--- src/rtl/clkdiv_scheduler.sv ---
// Round-robin owner of a shared frequency divider: arbitrates, loads N,
// releases the divider for a burst of clk_out toggles, then parks it in reset.
module clkdiv_scheduler #(
   parameter int NUM_REQ = 4,
   parameter int DIV_W   = 8
) (
   input  logic                     clk,
   input  logic                     reset,
   input  logic [NUM_REQ-1:0]       req,
   input  logic [NUM_REQ*DIV_W-1:0] req_div,
   input  logic [NUM_REQ*DIV_W-1:0] req_tog,
   input  logic                     div_clk_in,
   output logic [DIV_W-1:0]         div_n,
   output logic                     div_rst,
   output logic [NUM_REQ-1:0]       grant,
   output logic                     busy,
   output logic                     done,
   output logic                     abort,
   output logic                     err
);

   localparam int IW = (NUM_REQ > 1) ? $clog2(NUM_REQ) : 1;
   localparam int CW = IW + 1;

   typedef enum logic [2:0] {
      IDLE,
      ARB,
      LOAD,
      RUN,
      RELEASE
   } state_t;

   state_t state_q, state_d;

   logic [IW-1:0]      ptr_q, ptr_d;
   logic [IW-1:0]      win_q, win_d;
   logic [IW-1:0]      arb_idx;
   logic               arb_found;
   logic [CW-1:0]      cand;
   logic [DIV_W-1:0]   sel_div, sel_tog;
   logic [DIV_W-1:0]   ratio_q, ratio_d;
   logic [DIV_W-1:0]   tog_q, tog_d;
   logic [DIV_W-1:0]   cnt_q, cnt_d;
   logic [DIV_W:0]     cnt_inc;
   logic [DIV_W-1:0]   div_n_d;
   logic               div_clk_q, div_clk_d;
   logic               tog_seen;
   logic               div_rst_d, busy_d, done_d, abort_d, err_d;
   logic [NUM_REQ-1:0] grant_d;

   // Search starts one past the last owner and wraps around.
   always_comb begin
      arb_found = 1'b0;
      arb_idx   = '0;
      cand      = '0;
      for (int i = 1; i <= NUM_REQ; i++) begin
         cand = {1'b0, ptr_q} + CW'(i);
         if (cand >= CW'(NUM_REQ))
            cand = cand - CW'(NUM_REQ);
         if (!arb_found && req[cand[IW-1:0]]) begin
            arb_found = 1'b1;
            arb_idx   = cand[IW-1:0];
         end
      end
      sel_div = req_div[arb_idx*DIV_W +: DIV_W];
      sel_tog = req_tog[arb_idx*DIV_W +: DIV_W];
   end

   always_comb begin
      state_d   = state_q;
      ptr_d     = ptr_q;
      win_d     = win_q;
      ratio_d   = ratio_q;
      tog_d     = tog_q;
      cnt_d     = cnt_q;
      div_n_d   = div_n;
      div_clk_d = div_clk_in;
      done_d    = 1'b0;
      abort_d   = 1'b0;
      err_d     = 1'b0;
      tog_seen  = 1'b0;
      cnt_inc   = {1'b0, cnt_q} + 1'b1;
      grant_d   = '0;

      unique case (state_q)
         IDLE: begin
            if (|req)
               state_d = ARB;
         end
         ARB: begin
            if (!arb_found) begin
               state_d = IDLE;
            end else begin
               win_d   = arb_idx;
               ratio_d = sel_div;
               tog_d   = sel_tog;
               if (sel_div == '0 || sel_tog == '0) begin
                  err_d   = 1'b1;
                  ptr_d   = arb_idx;
                  state_d = IDLE;
               end else begin
                  state_d = LOAD;
               end
            end
         end
         LOAD: begin
            state_d = RUN;
         end
         RUN: begin
            tog_seen = div_clk_in ^ div_clk_q;
            if (tog_seen)
               cnt_d = cnt_inc[DIV_W-1:0];
            // A dropped request ends the burst even on its final toggle.
            if (!req[win_q]) begin
               state_d = RELEASE;
               done_d  = 1'b1;
               abort_d = 1'b1;
            end else if (tog_seen && cnt_inc == {1'b0, tog_q}) begin
               state_d = RELEASE;
               done_d  = 1'b1;
            end
         end
         RELEASE: begin
            ptr_d   = win_q;
            state_d = IDLE;
         end
         default: begin
            state_d = IDLE;
         end
      endcase

      // Outputs are registered against the state being entered.
      if (state_d == LOAD) begin
         div_n_d   = ratio_d;
         cnt_d     = '0;
         div_clk_d = 1'b0;
      end
      if (state_d == LOAD || state_d == RUN)
         grant_d[win_d] = 1'b1;
      div_rst_d = (state_d != RUN);
      busy_d    = (state_d != IDLE);
   end

   always_ff @(posedge clk or posedge reset) begin
      if (reset) begin
         state_q   <= IDLE;
         ptr_q     <= IW'(NUM_REQ - 1);
         win_q     <= '0;
         ratio_q   <= '0;
         tog_q     <= '0;
         cnt_q     <= '0;
         div_clk_q <= 1'b0;
         div_n     <= '0;
         div_rst   <= 1'b1;
         grant     <= '0;
         busy      <= 1'b0;
         done      <= 1'b0;
         abort     <= 1'b0;
         err       <= 1'b0;
      end else begin
         state_q   <= state_d;
         ptr_q     <= ptr_d;
         win_q     <= win_d;
         ratio_q   <= ratio_d;
         tog_q     <= tog_d;
         cnt_q     <= cnt_d;
         div_clk_q <= div_clk_d;
         div_n     <= div_n_d;
         div_rst   <= div_rst_d;
         grant     <= grant_d;
         busy      <= busy_d;
         done      <= done_d;
         abort     <= abort_d;
         err       <= err_d;
      end
   end

endmodule

--- config.mk ---
export PLATFORM = sky130hd
export DESIGN_NAME = clkdiv_scheduler
export DESIGN_NICKNAME = d
export VERILOG_FILES = /design/src/rtl/clkdiv_scheduler.sv
export SDC_FILE = /design/constraint.sdc
export NUM_CORES = 1
export LEC_CHECK = 0
export ABC_AREA = 1
export BUFFER_PORTS_ARGS = -buffer_cell sky130_fd_sc_hd__buf_2
export CORE_MARGIN = 2
export CORE_UTILIZATION = 35
export DETAILED_ROUTE_END_ITERATION = 7
export PLACE_DENSITY_LB_ADDON = 0.05
export SLEW_MARGIN = 30
export SYNTH_ARGS = -nofsm -noshare
export SYNTH_HDL_FRONTEND = slang
export SYNTH_SLANG_ARGS = --single-unit
--- constraint.sdc ---
create_clock -name clk -period 3.05 [get_ports clk]
set_clock_uncertainty 0.15 [all_clocks]
set_input_delay 0 -clock clk [delete_from_list [all_inputs] [get_ports clk]]
set_output_delay 0 -clock clk [all_outputs]
set_load 0.01 [all_outputs]
### After elaboration in Yosys (flattened, before gate mapping)

Index checks and enable logic that the tools add are counted.

* bits in registers: 49
* input port bits: 71
* output and inout port bits: 17
* logic and storage cells: 118

* $add $sub $neg: 9
* order comparisons: 11
* eq/ne operators: 10
* shift operators: 2
* muxes and demuxes: 50
* bitwise gates (word level): 1
* reduce and logical (&&, ||, !) cells: 21

Operators by type and width (count)
* indexed part select 32 x 6 -> 8 bit: 2
* two-way mux 8 bit: 5
* two-way mux 2 bit: 14
* two-way mux 1 bit: 19
* < comparator 2 x 3 -> 1 bit (second input constant): 6
* zero test 8 bit: 2
* equality test 3 x 2 -> 1 bit (second input constant): 4
* greater-or-equal comparator 3 bit (second input constant): 4
* one-hot mux 3 bit (4 select lines): 1
* binary-select mux 1 bit (select 2 bit): 5
* adder 8 x 1 -> 9 bit (second input constant): 1
* equality test 9 x 8 -> 1 bit: 1
* two-way mux 3 bit: 3
* subtractor 2 x 1 -> 2 bit (second input constant): 4
* adder 2 x 2 -> 3 bit (second input constant): 2
* nonzero test 2 bit: 3
* logical AND 1 bit: 5
* two-way mux 4 bit: 1
* != test 2 bit (second input constant): 2
* one-hot mux 2 bit (2 select lines): 1
* AND reduction 2 bit: 2
* OR reduction 4 bit: 1
* adder 2 x 1 -> 3 bit (second input constant): 1
* adder 2 x 3 -> 3 bit (second input constant): 1
* 11 further kinds: 14

### Depth between registers and ports, before layout

* word-level depth: 24
* depth in mapped cells: 23
* depth with buffers taken out: 21

### Least setup slack after synthesis

OpenSTA, ideal clock, no wires.

* kind: flip-flop to flip-flop
* from: register ptr_q[0]
* to: register busy
* library setup time: 126 ps
* arrival time: 2210 ps
* required time: 2774 ps
* slack: 565 ps
* cell stages (with the launch flop): 20
* path buffers: 2
* clock period less this slack: 2485 ps
* cells stage by stage: dfstp_2 buf_4 inv_6 nand2_1 nand2_1 nand2_2 nand2_1 inv_2 nand4_2 o21ai_4 buf_4 nand3_1 nand2_1 nand2_1 nor2_1 nand2_1 nand3b_4 nand2_2 inv_2 nand3_1

* cells in the longest elaborated chain, start to end: 22
* elaborated cells between the ends (all ways): 47
* those cells by class: add/sub: 8; order compare: 4; shift: 2; mux: 23; reduce/logical: 10

Ends and longest elaborated chain
* start, declared: line 35 `logic [IW-1:0] ptr_q, ptr_d;`
* start signal, assigned: line 147 `ptr_q <= IW'(NUM_REQ - 1);`
* start signal, assigned: line 162 `ptr_q <= ptr_d;`
* adder 2 x 1 -> 3 bit: line 57 `cand = {1'b0, ptr_q} + CW'(i);`
* greater-or-equal comparator 3 bit / subtractor 2 x 1 -> 2 bit (equally long branches): line 58, 59
* two-way mux 2 bit: line 58 `if (cand >= CW'(NUM_REQ))`
* binary-select mux 1 bit (select 2 bit): line 60 `if (!arb_found && req[cand[IW-1:0]]) begin`
* two-way mux 1 bit (not written as such): line 60
* two-way mux 1 bit: line 60
* zero test 1 bit: line 60
* logical AND 1 bit: line 60
* [8 not listed]
* zero test 8 bit: line 97 `if (sel_div == '0 || sel_tog == '0) begin`
* logical OR 1 bit: line 97
* two-way mux 2 bit: line 97
* two-way mux 2 bit (*): line 91 `if (!arb_found) begin`
* one-hot mux 3 bit (4 select lines) (*): line 85 `unique case (state_q)`
* net state_d[1]: line 33 `state_t state_q, state_d;`
* nonzero test 3 bit (*): line 141 `busy_d = (state_d != IDLE);`
* net busy_d: line 48 `logic div_rst_d, busy_d, done_d, abort_d, err_d;`
* end signal, assigned: line 171 `busy <= busy_d;`
* end, declared: line 16 `output logic busy,`

The timed path passes the listed nets; every way through them passes the cells marked *. The select of a mux whose other input is x is not followed.
A chain may end at the register's enable or synchronous reset.

### Worst setup path in the final report

* from: register ptr_q[0]
* to: register ptr_q[0]

* cells in the longest elaborated chain, start to end: 20
* elaborated cells between the ends (all ways): 49
* those cells by class: add/sub: 8; order compare: 4; eq/ne: 2; shift: 2; mux: 23; reduce/logical: 10

Ends and longest elaborated chain (line)
* adder 2 x 1 -> 3 bit: 57
* greater-or-equal comparator 3 bit / subtractor 2 x 1 -> 2 bit (equally long branches): 58, 59
* two-way mux 2 bit: 58
* binary-select mux 1 bit (select 2 bit): 60
* two-way mux 1 bit (not written as such): 60
* two-way mux 1 bit: 60
* zero test 1 bit: 60
* logical AND 1 bit: 60
* [4 not listed]
* zero test 1 bit: 60
* logical AND 1 bit: 60
* two-way mux 2 bit: 60
* indexed part select 32 x 6 -> 8 bit, on equally long branches: 65, 66
* zero test 8 bit: 97
* logical OR 1 bit: 97
* != test 2 bit (no line)
* AND reduction 3 bit (no line)

Parallel ways exist; a longest one is shown, timed or not. The select of a mux whose other input is x is not followed.

==> flow_summary.ini <==
[yosys]
synth_cells = 428
yosys-top-cells-area = dfrtp_1 38%, nand2_1 20%, nand4_1 7.4%
synth_cell_type_count = 34
synth_top_area_share = 0.376
synth-seq-area-share = 0.402
synth-edff-count = 0
synthFlopType = dfrtp_1
synth-seq-cells = 49
synth_warnings = 0
syn_avg_cell_area_um2 = 7.16
synthArstFlopShare = 1.00
synth.largest_area_cell = dfrtp_1
synth_nets = 500
synth_area_mm2 = 0.00306

[global_routing]
grt_pass1_vias = 3088
antenna_found_initial = 0
globalRouteTotalUtil = 0.188
grt_overflow = 0
grt_pass1_wl_mm = 14.7
grt_max_degree = 50

[pwr]
powerDensity_mw_per_mm2 = 1290
p_leak_nw = 2.17
power_w = 0.00530
vdd_drop_max_v = 0.00104

[timing]
slew_headroom = 0.385
finalMaxSlewViolations = 0
period_minus_slack_ps = 2880
finalSetupViolations = 0
worstMarginPinSlew_ps = 920
fmax_mhz = 347
hold_slack_ps = 6.71
fin_crit_sh = 0.944
hold_violations = 0

[critical_path]
worstReg2RegEnd = ptr_q[0]$_DFFE_PP1P_
startpoint = ptr_q[0]$_DFFE_PP1P_
rrSetupSlack_ps = 170
r2r_cells = 21
cp-start-kind = register
arrival_ps = 2970
r2r_start = ptr_q[0]$_DFFE_PP1P_
cp_max_fo = 8
critPathCaptureType = register
critical_path_required_ps = 3140
worst-setup-path-type = reg2reg

[placement]
hpwl_mm = 6.34
dp.cells = 613
place_area_mm2 = 0.00361
gp_congestion = 0.834
io_buffers = 87

[final_layout]
multi_input_area_mm2 = 0.00172
layout_commonest_cell = nand2_1
stdcell_count = 648
nets = 611
fillers = 866
postLayoutCellArea_mm2 = 0.00412
drive_gt1_frac = 0.298
diodes = 0
regArea_mm2 = 0.00123
area_growth_pct = 34.5
final_core_util = 0.479
layout_common_cells = 140 x nand2_1, 88 x buf_2, 46 x dfrtp_1, 39 x nand3_1, 36 x nand4_1

[floorplanning]
die_y_um = 97.6
core.rowCount = 34
die_w_um = 97.6
start_util = 0.356
core_area_mm2 = 0.00859
pin_count = 88
dieArea_mm2 = 0.00952

[drt]
drc = 0
drt_iter0_drc = 182
wl_mm = 9.21
antenna_left = 0
routedWlPerCell_um = 14.2
vias = 3267
viasPerCell = 5.04
dr.pass1.iters = 4

[cts]
clockBufferDepth = 2
cts_sinks = 49
cts_buffers = 5
htree_levels = 2
insertion_delay_ps = 300
clk_pin_slew_ps = 90
root_buffer = clkbuf_8
tritoncts = built

[worst_hold_path]
worst_hold_path.endpoint = ratio_q[5]$_DFF_PP0_
hp-start = req_div[21]
hold_class = in2reg
whs_path_depth = 5

[run]
drv_cap = 0

[run_status]
status = completed
## synthesized netlist by cell type (2+ instances only)
library cell    n
a211oi_1        2
a21oi_1         2
buf_2           6
buf_4           3
buf_6           4
clkbuf_1        7
dfrtp_1        46
dfstp_2         3
inv_1          24
inv_2           7
nand2_1       160
nand2_2         5
nand3_1        41
nand4_1        36
nor2_1         26
nor3_1          2
o211ai_1        6
o21ai_0        25
xnor2_1         5
xor2_1          4
## worst max-delay path: stages, from the launching register on
cell and delay, ps:
dfstp_2 580, buf_12 120, inv_6 40, nand2_1 80, nand2_2 80, nand2_1 90, nand2_1 60, inv_2 100
nand2_2 70, nand2_4 180, nand3_4 210, nand2_2 170, nand3_2 70, nand2_2 90, nand2_1 50, nor2_1 120
nand2_2 90, nand2_2 80, nand2_1 70, nand2_2 120, nand3_1 110, nand2_1 90
## layout make-up
cell class              count  area share
clock buffers               7      0.0210
repair buffers            120       0.191
clock inverters             1     0.00729
well taps                 108      0.0328
multi-input cells         331       0.419
flip-flops and latches     49       0.299
inverters                  32      0.0310
## logic make-up after synthesis
kind of cell | share of synthesized area
flip-flops | 0.402
AO/OA/AOI/OAI | 0.0756
adder cells (fa/ha/maj) | 0.00408
AND/OR/NAND/NOR | 0.408
multiplexers | 0.00368
buffers and inverters | 0.0813
XOR/XNOR | 0.0257
## repair_timing
item | CTS | global route
hold buffers | 19 | 0
buffers inserted | 0 | 4
endpoints found under the setup margin | 0 | 32
hold endpoints to repair | 56 | 0
gates resized for setup | 0 | 32
## metal layers
metal	routed length [um]	global-route usage	vias up
li1	-	-	1644
met1	4290	0.267	1529
met2	4480	0.303	85
met3	379	0.0266	9
met4	68	0.0470	0
met5	0	0	-
## registers in the layout, summed over array words and instances (netlist names)
name,flops
abort,1
ptr_q,2
div_clk_q,1
err,1
tog_q,8
ratio_q,8
cnt_q,8
state_q,3
div_n,8
grant,4
done,1
div_rst,1
busy,1
win_q,2
## worst max path at each step
stage,endpoint,slack (ps),cells past startpoint
floorplan,busy$_DFF_PP0_,560,19
global placement,div_n[7]$_DFFE_PP0N_,160,19
detailed placement,div_n[5]$_DFFE_PP0N_,100,19
CTS,div_n[5]$_DFFE_PP0N_,100,19
global route,div_n[0]$_DFFE_PP0N_,-40,20
finish,ptr_q[0]$_DFFE_PP1P_,170,21
## stage by stage
step	setup WS, ps	TNS [ps]
after global routing	-39.2	-162
final	172	0
after CTS	100	0
after detailed placement	98.1	0
after global placement	158	0
after floorplan	565	0
## report_power, final
part,switching [W],internal [W],leakage (nW)
Clock,0.000220,0.000268,0.0585
Sequential,0.000186,0.000959,0.615
Combinational,0.00222,0.00145,1.49
No activity file was read; power rests on OpenSTA's default activity.
